File: config.mk
export PLATFORM = sky130hd
export DESIGN_NAME = load_store_unit
export DESIGN_NICKNAME = d
export VERILOG_FILES = /design/src/rtl/load_store_unit.sv
export SDC_FILE = /design/constraint.sdc
export NUM_CORES = 1
export LEC_CHECK = 0
export CORE_MARGIN = 3
export CORE_UTILIZATION = 45
export DETAILED_ROUTE_END_ITERATION = 10
export PLACE_DENSITY = 0.82
export SYNTH_ARGS = -nofsm -noshare
export SYNTH_HDL_FRONTEND = slang
export SYNTH_SLANG_ARGS = --single-unit
File: constraint.sdc
create_clock -name clk -period 2.3 [get_ports clk]
set_input_delay 0.46 -clock clk [delete_from_list [all_inputs] [get_ports clk]]
set_output_delay 0.46 -clock clk [all_outputs]
set_load 0.1 [all_outputs]
File: src/rtl/load_store_unit.sv
// MIPS load/store stage: byte-lane alignment, variable-latency data-memory handshake
// and load extension, feeding the registered write-back outputs.
//
// state  | meaning
// S_IDLE | ready for a new instruction; non-memory and faulting ops complete here
// S_BUSY | data-memory request outstanding, waiting for dmem_ack
module load_store_unit #(
    parameter int DMEM_WORDS = 1024
) (
    input  logic        clk,
    input  logic        rst,
    input  logic        ex_valid,
    output logic        ex_ready,
    output logic        stall,
    input  logic [3:0]  ex_op,
    input  logic [31:0] ex_addr,
    input  logic [31:0] ex_wdata,
    input  logic [31:0] ex_result,
    input  logic [4:0]  ex_write_reg,
    input  logic        ex_reg_write,
    input  logic [31:0] ex_inst,
    output logic        dmem_req,
    output logic        dmem_we,
    output logic [3:0]  dmem_be,
    output logic [31:0] dmem_addr,
    output logic [31:0] dmem_wdata,
    input  logic        dmem_ack,
    input  logic [31:0] dmem_rdata,
    output logic        wb_valid,
    output logic [31:0] wb_result,
    output logic [4:0]  wb_write_reg,
    output logic        wb_reg_write,
    output logic [31:0] wb_inst,
    output logic        addr_err,
    output logic [31:0] bad_vaddr
);

    localparam logic [0:0] S_IDLE = 1'b0;
    localparam logic [0:0] S_BUSY = 1'b1;

    localparam logic [3:0] OP_LB  = 4'd1;
    localparam logic [3:0] OP_LBU = 4'd2;
    localparam logic [3:0] OP_LH  = 4'd3;
    localparam logic [3:0] OP_LHU = 4'd4;
    localparam logic [3:0] OP_LW  = 4'd5;
    localparam logic [3:0] OP_SB  = 4'd6;
    localparam logic [3:0] OP_SH  = 4'd7;
    localparam logic [3:0] OP_SW  = 4'd8;

    logic [0:0]  state;
    logic [3:0]  op_q;
    logic [1:0]  off_q;
    logic [4:0]  write_reg_q;
    logic        reg_write_q;
    logic [31:0] inst_q;

    logic        is_load;
    logic        is_store;
    logic        misaligned;
    logic        out_of_range;
    logic [3:0]  st_be;
    logic [31:0] st_wdata;
    logic [7:0]  ld_byte;
    logic [15:0] ld_half;
    logic [31:0] ld_ext;
    logic        op_q_is_load;

    assign ex_ready = (state == S_IDLE);
    assign stall    = ~ex_ready;

    always_comb begin
        is_load      = (ex_op >= OP_LB) && (ex_op <= OP_LW);
        is_store     = (ex_op >= OP_SB) && (ex_op <= OP_SW);
        misaligned   = 1'b0;
        out_of_range = ({2'b00, ex_addr[31:2]} >= 32'(DMEM_WORDS));
        case (ex_op)
            OP_LH, OP_LHU, OP_SH: misaligned = ex_addr[0];
            OP_LW, OP_SW:         misaligned = (ex_addr[1:0] != 2'b00);
            default:              misaligned = 1'b0;
        endcase
    end

    always_comb begin
        st_be    = 4'b1111;
        st_wdata = ex_wdata;
        case (ex_op)
            OP_SB: begin
                st_be    = 4'b0001 << ex_addr[1:0];
                st_wdata = {4{ex_wdata[7:0]}};
            end
            OP_SH: begin
                st_be    = ex_addr[1] ? 4'b1100 : 4'b0011;
                st_wdata = {2{ex_wdata[15:0]}};
            end
            default: ;
        endcase
    end

    always_comb begin
        case (off_q)
            2'd0:    ld_byte = dmem_rdata[7:0];
            2'd1:    ld_byte = dmem_rdata[15:8];
            2'd2:    ld_byte = dmem_rdata[23:16];
            default: ld_byte = dmem_rdata[31:24];
        endcase
        ld_half      = off_q[1] ? dmem_rdata[31:16] : dmem_rdata[15:0];
        op_q_is_load = (op_q >= OP_LB) && (op_q <= OP_LW);
        // stores fall to the default and complete with a zero result
        case (op_q)
            OP_LB:   ld_ext = {{24{ld_byte[7]}}, ld_byte};
            OP_LBU:  ld_ext = {24'h0, ld_byte};
            OP_LH:   ld_ext = {{16{ld_half[15]}}, ld_half};
            OP_LHU:  ld_ext = {16'h0, ld_half};
            OP_LW:   ld_ext = dmem_rdata;
            default: ld_ext = 32'h0;
        endcase
    end

    always_ff @(posedge clk) begin
        if (rst) begin
            state        <= S_IDLE;
            op_q         <= 4'h0;
            off_q        <= 2'b00;
            write_reg_q  <= 5'h0;
            reg_write_q  <= 1'b0;
            inst_q       <= 32'h0;
            dmem_req     <= 1'b0;
            dmem_we      <= 1'b0;
            dmem_be      <= 4'h0;
            dmem_addr    <= 32'h0;
            dmem_wdata   <= 32'h0;
            wb_valid     <= 1'b0;
            wb_result    <= 32'h0;
            wb_write_reg <= 5'h0;
            wb_reg_write <= 1'b0;
            wb_inst      <= 32'h0;
            addr_err     <= 1'b0;
            bad_vaddr    <= 32'h0;
        end else begin
            wb_valid     <= 1'b0;
            wb_reg_write <= 1'b0;
            case (state)
                S_IDLE: begin
                    if (ex_valid) begin
                        if (!(is_load || is_store)) begin
                            wb_valid     <= 1'b1;
                            wb_result    <= ex_result;
                            wb_reg_write <= ex_reg_write;
                            wb_write_reg <= ex_write_reg;
                            wb_inst      <= ex_inst;
                            addr_err     <= 1'b0;
                            bad_vaddr    <= 32'h0;
                        end else if (misaligned || out_of_range) begin
                            wb_valid     <= 1'b1;
                            wb_result    <= 32'h0;
                            wb_write_reg <= ex_write_reg;
                            wb_inst      <= ex_inst;
                            addr_err     <= 1'b1;
                            bad_vaddr    <= ex_addr;
                        end else begin
                            op_q        <= ex_op;
                            off_q       <= ex_addr[1:0];
                            write_reg_q <= ex_write_reg;
                            reg_write_q <= ex_reg_write;
                            inst_q      <= ex_inst;
                            dmem_req    <= 1'b1;
                            dmem_we     <= is_store;
                            dmem_be     <= st_be;
                            dmem_addr   <= {ex_addr[31:2], 2'b00};
                            dmem_wdata  <= st_wdata;
                            state       <= S_BUSY;
                        end
                    end
                end
                default: begin
                    if (dmem_ack) begin
                        dmem_req     <= 1'b0;
                        state        <= S_IDLE;
                        wb_valid     <= 1'b1;
                        wb_result    <= ld_ext;
                        wb_reg_write <= op_q_is_load && reg_write_q;
                        wb_write_reg <= write_reg_q;
                        wb_inst      <= inst_q;
                        addr_err     <= 1'b0;
                        bad_vaddr    <= 32'h0;
                    end
                end
            endcase
        end
    end

endmodule

==> metrics.md <==
| Metric | Value |
|---|---|
| Ant diodes | 0 |
| Gate count of the mapped netlist | slightly above 1,000 |
| Mux contribution to synthesized area | approximately 3% |
| Combinational family with the most area after synthesis | compound AO/OA/AOI/OAI gates |
| # setup viols final | 0 |
| Mapped cell area | roughly 0.0094 mm2 |
| Leading cell types in the layout, fill and taps excluded | sky130_fd_sc_hd__buf_4, sky130_fd_sc_hd__dfxtp_1, sky130_fd_sc_hd__clkdlybuf4s50_1 |
| Proportion of synthesized chip area in sequential cells | between 40% and 50% |
| Highest achievable clock rate | 461 MHz |
| Tmin final | around 2.2 ns |
| Most common library cell in the layout ignoring fill and taps | sky130_fd_sc_hd__buf_4 |
| TritonCTS Buffers | 23 |
| Fraction of registers with async set/reset | 0% |
| Leakage power total | around 5.3 nW |
| Worst relative slew slack | between 30% and 40% |
| Final cycle utilization of the critical path | 94.3% |
| Aggregate global-route resource usage | ~27% |
| Share of the synthesized area in compound gates (AO/OA/AOI/OAI) | slightly above 30% |
| Initial antenna violation count | 0 |
| Peak supply drop | around 0.47 mV |
| Pin slew with the least headroom to its limit | roughly 0.90 ns |
| Kind of launch point of the worst setup path | input port |
| Register-to-register setup slack | 0.18 ns |
| Mean cell area of the mapped netlist | about 9 um2 |
| Routed length per placed instance | 20.0 um |
| Number of library cell types mapped by synthesis | slightly above 60 |
| Vias post-DR | 9,685 |
| Placed cell count | approximately 1,600 |
| Outcome | completed |
| Wire length after detailed routing | ~33,000 um |
| Count of max-cap constraint violations | 0 |
| Number of nets in the finished design | between 1,500 and 2,000 |
| Fraction of synthesized cell area in xor and xnor cells | less than 1% |
| Type of the setup path with the least slack | input port to flip-flop |
| Largest fanout of any net on the critical path | 28 |
| Reg2reg start | off_q[1] |
| Die X-Extent | ~150 um |
| Dpl ws | -0.384 ns |
| Fillers | between 1,500 and 2,000 |
| Number of I/O port buffers | 347 |
| Worst endpoint data arrival time | 2.60 ns |
| Layout cell share with drive strength beyond 1 | approximately a quarter |
| Cell depth of the worst hold path | 2 |
| Hold path endpoint | op_q[1] |
| Number of sinks driven by the clock tree | between 200 and 250 |
| Final sum of negative setup slack | 0 ns |
| Worst reg2reg endpoint | wb_result[31] |
| Pins over their slew limit | 0 |
| HPWL reported at the end of detailed placement | 23,100 um |
| Cell row count | 52 |
| Final antenna-violating net count | 0 |
| Top cell type by total area after synthesis | sky130_fd_sc_hd__dfxtp_1 |
| Warnings, synthesis | 0 |
| TritonCTS clock tree | done |
| Vias in the first global route | 9,300 |
| Die height | around 150 um |
| Area delta synth->final | 47.4% |
| Top cells by area, synth | sky130_fd_sc_hd__dfxtp_1, sky130_fd_sc_hd__a21oi_1, sky130_fd_sc_hd__o21ai_0 |
| Skew-Pair Late Insertion Delay | 0.51 ns |
| Number of cells on the worst reg-to-reg path | 7 |
| Cell chosen for the clock root | sky130_fd_sc_hd__clkbuf_16 |
| Share of synthesized cell area in full adder, half adder and majority cells | 0% |
| Final GP Congestion | 0.878 |
| RSZ-0062 raised after global routing | no |
| Final cell count without fillers | ~1,600 |
| Max Clock Skew | approximately 0.0084 ns |
| Bufs on Longest Clock Path | 3 |
| Main synth FF type | sky130_fd_sc_hd__dfxtp_1 |
| Area of the core region | just over 0.02 mm2 |
| Pin count of the biggest net entering global routing | 65 |
| Post-layout worst setup margin | ~0.13 ns |
| CTS H-tree lvls | 1 |
| Power density cells | ~680 mW/mm2 |
| Top cell type's share of synthesized area | between 40% and 50% |
| Die ar. | between 0.02 and 0.025 mm2 |
| Worst min-delay path startpoint | rst |
| Number of flops mapped to enable cells by yosys | 0 |
| FF+latch count, synth | approximately 220 |
| Sort of element at the end of the critical path | flip-flop |
| Detailed router's first-iteration violation count | roughly 710 |
| Drc violations | 0 |
| Final core area utilization | around two thirds |
| Effective utilization at floorplan | approximately 46% |
| Number of endpoints with negative hold slack in the final report | 0 |
| Setup bufs post-CTS | 0 |
| First-pass iteration count of the detailed router | 5 |
| Drt via density | approximately 5.9 |
| Count of pins on the block boundary | 350 |
| Final global-route overflow total | 0 |
| Post-CTS clock slew at the launch and capture registers of the worst setup and hold paths | about 0.06 ns |
| WHS | between 0.3 and 0.4 ns |
| Required time of the worst setup path | around 2.7 ns |
| Simple-Gate Fraction of Synth Area | 11.5% |
| Path type of the worst min-delay path | input port to flip-flop |
| Wire length of the first global-routing pass | roughly 50,000 um |
-- cell type report --
| type | count | area (um2) | share of cell area, % |
|---|---|---|---|
| Multi-Input combinational cell | 635 | 4340 | 31.2 |
| Clock inverter | 10 | 88.8 | 0.640 |
| Clock buffer | 28 | 614 | 4.42 |
| Sequential cell | 217 | 4350 | 31.3 |
| Tap cell | 270 | 338 | 2.43 |
| Timing Repair Buffer | 429 | 3940 | 28.4 |
| Inverter | 58 | 221 | 1.59 |
-- synthesized netlist by cell type, drive strengths merged (20+ instances only) --
| cell | instances |
|---|---|
| o21ai | 91 |
| o22ai | 37 |
| dfxtp | 217 |
| and2 | 22 |
| nand3 | 71 |
| clkbuf | 65 |
| inv | 58 |
| nand2 | 66 |
| a311oi | 20 |
| a32o | 32 |
| buf | 47 |
| a21oi | 110 |
| a221oi | 54 |
| a22oi | 23 |
-- report_power, final --
part	switching, W	leakage (nW)	internal [W]
Combinational	0.00135	3.21	0.000665
Sequential	0.0000645	1.77	0.00387
Clock	0.00153	0.348	0.00201
Total	0.00294	5.33	0.00655
-- worst max-delay path: stages --
cell and delay [ns]:
sky130_fd_sc_hd__clkdlybuf4s50_1 0.54, sky130_fd_sc_hd__buf_4 0.22, sky130_fd_sc_hd__o31ai_4 0.34, sky130_fd_sc_hd__nand2_2 0.17, sky130_fd_sc_hd__nor2_4 0.21, sky130_fd_sc_hd__buf_4 0.33
sky130_fd_sc_hd__nand3_1 0.15, sky130_fd_sc_hd__a21oi_1 0.16
-- worst max path at each step --
stage / endpoint / slack [ns] / start
4_1_cts: dmem_addr[27] / 0.12 / ex_addr[21]
3_3_place_gp: dmem_addr[30] / -0.36 / ex_addr[21]
6_report: inst_q[26] / 0.13 / ex_op[1]
5_1_grt: dmem_wdata[12] / 0.004 / ex_op[1]
2_1_floorplan: dmem_addr[10] / 0.14 / stall
3_5_place_dp: dmem_addr[12] / -0.38 / ex_addr[21]
-- layer usage --
metal	share of wire (%)	track usage [%]	vias to the layer above
li1	-	-	4542
met1	39	33.9	4589
met2	50	48.0	492
met3	9.4	6.32	62
met4	2.4	7.34	0
met5	0	0	-
-- per-stage QoR --
stage / power, W / area (um2)
after floorplan: 0.00528 / 9430
after global placement: 0.00600 / 13200
after detailed placement: 0.00602 / 13200
after CTS: 0.00954 / 13900
after global routing: 0.00977 / 13900
final: 0.00949 / 13900
-- cells by family after synthesis --
family | Yosys count
compound gates | 406
flops | 217
simple gates | 208
buf+inv | 170
mux | 18
xor+xnor | 1
other cells | 1
-- timing repair --
item	4_1_cts	5_1_grt
resized for setup	0	3
hold buffers	0	0
endpoints found under the setup margin	0	3
endpoints found under the hold margin	0	0
Power figures use the tool's default switching activity.
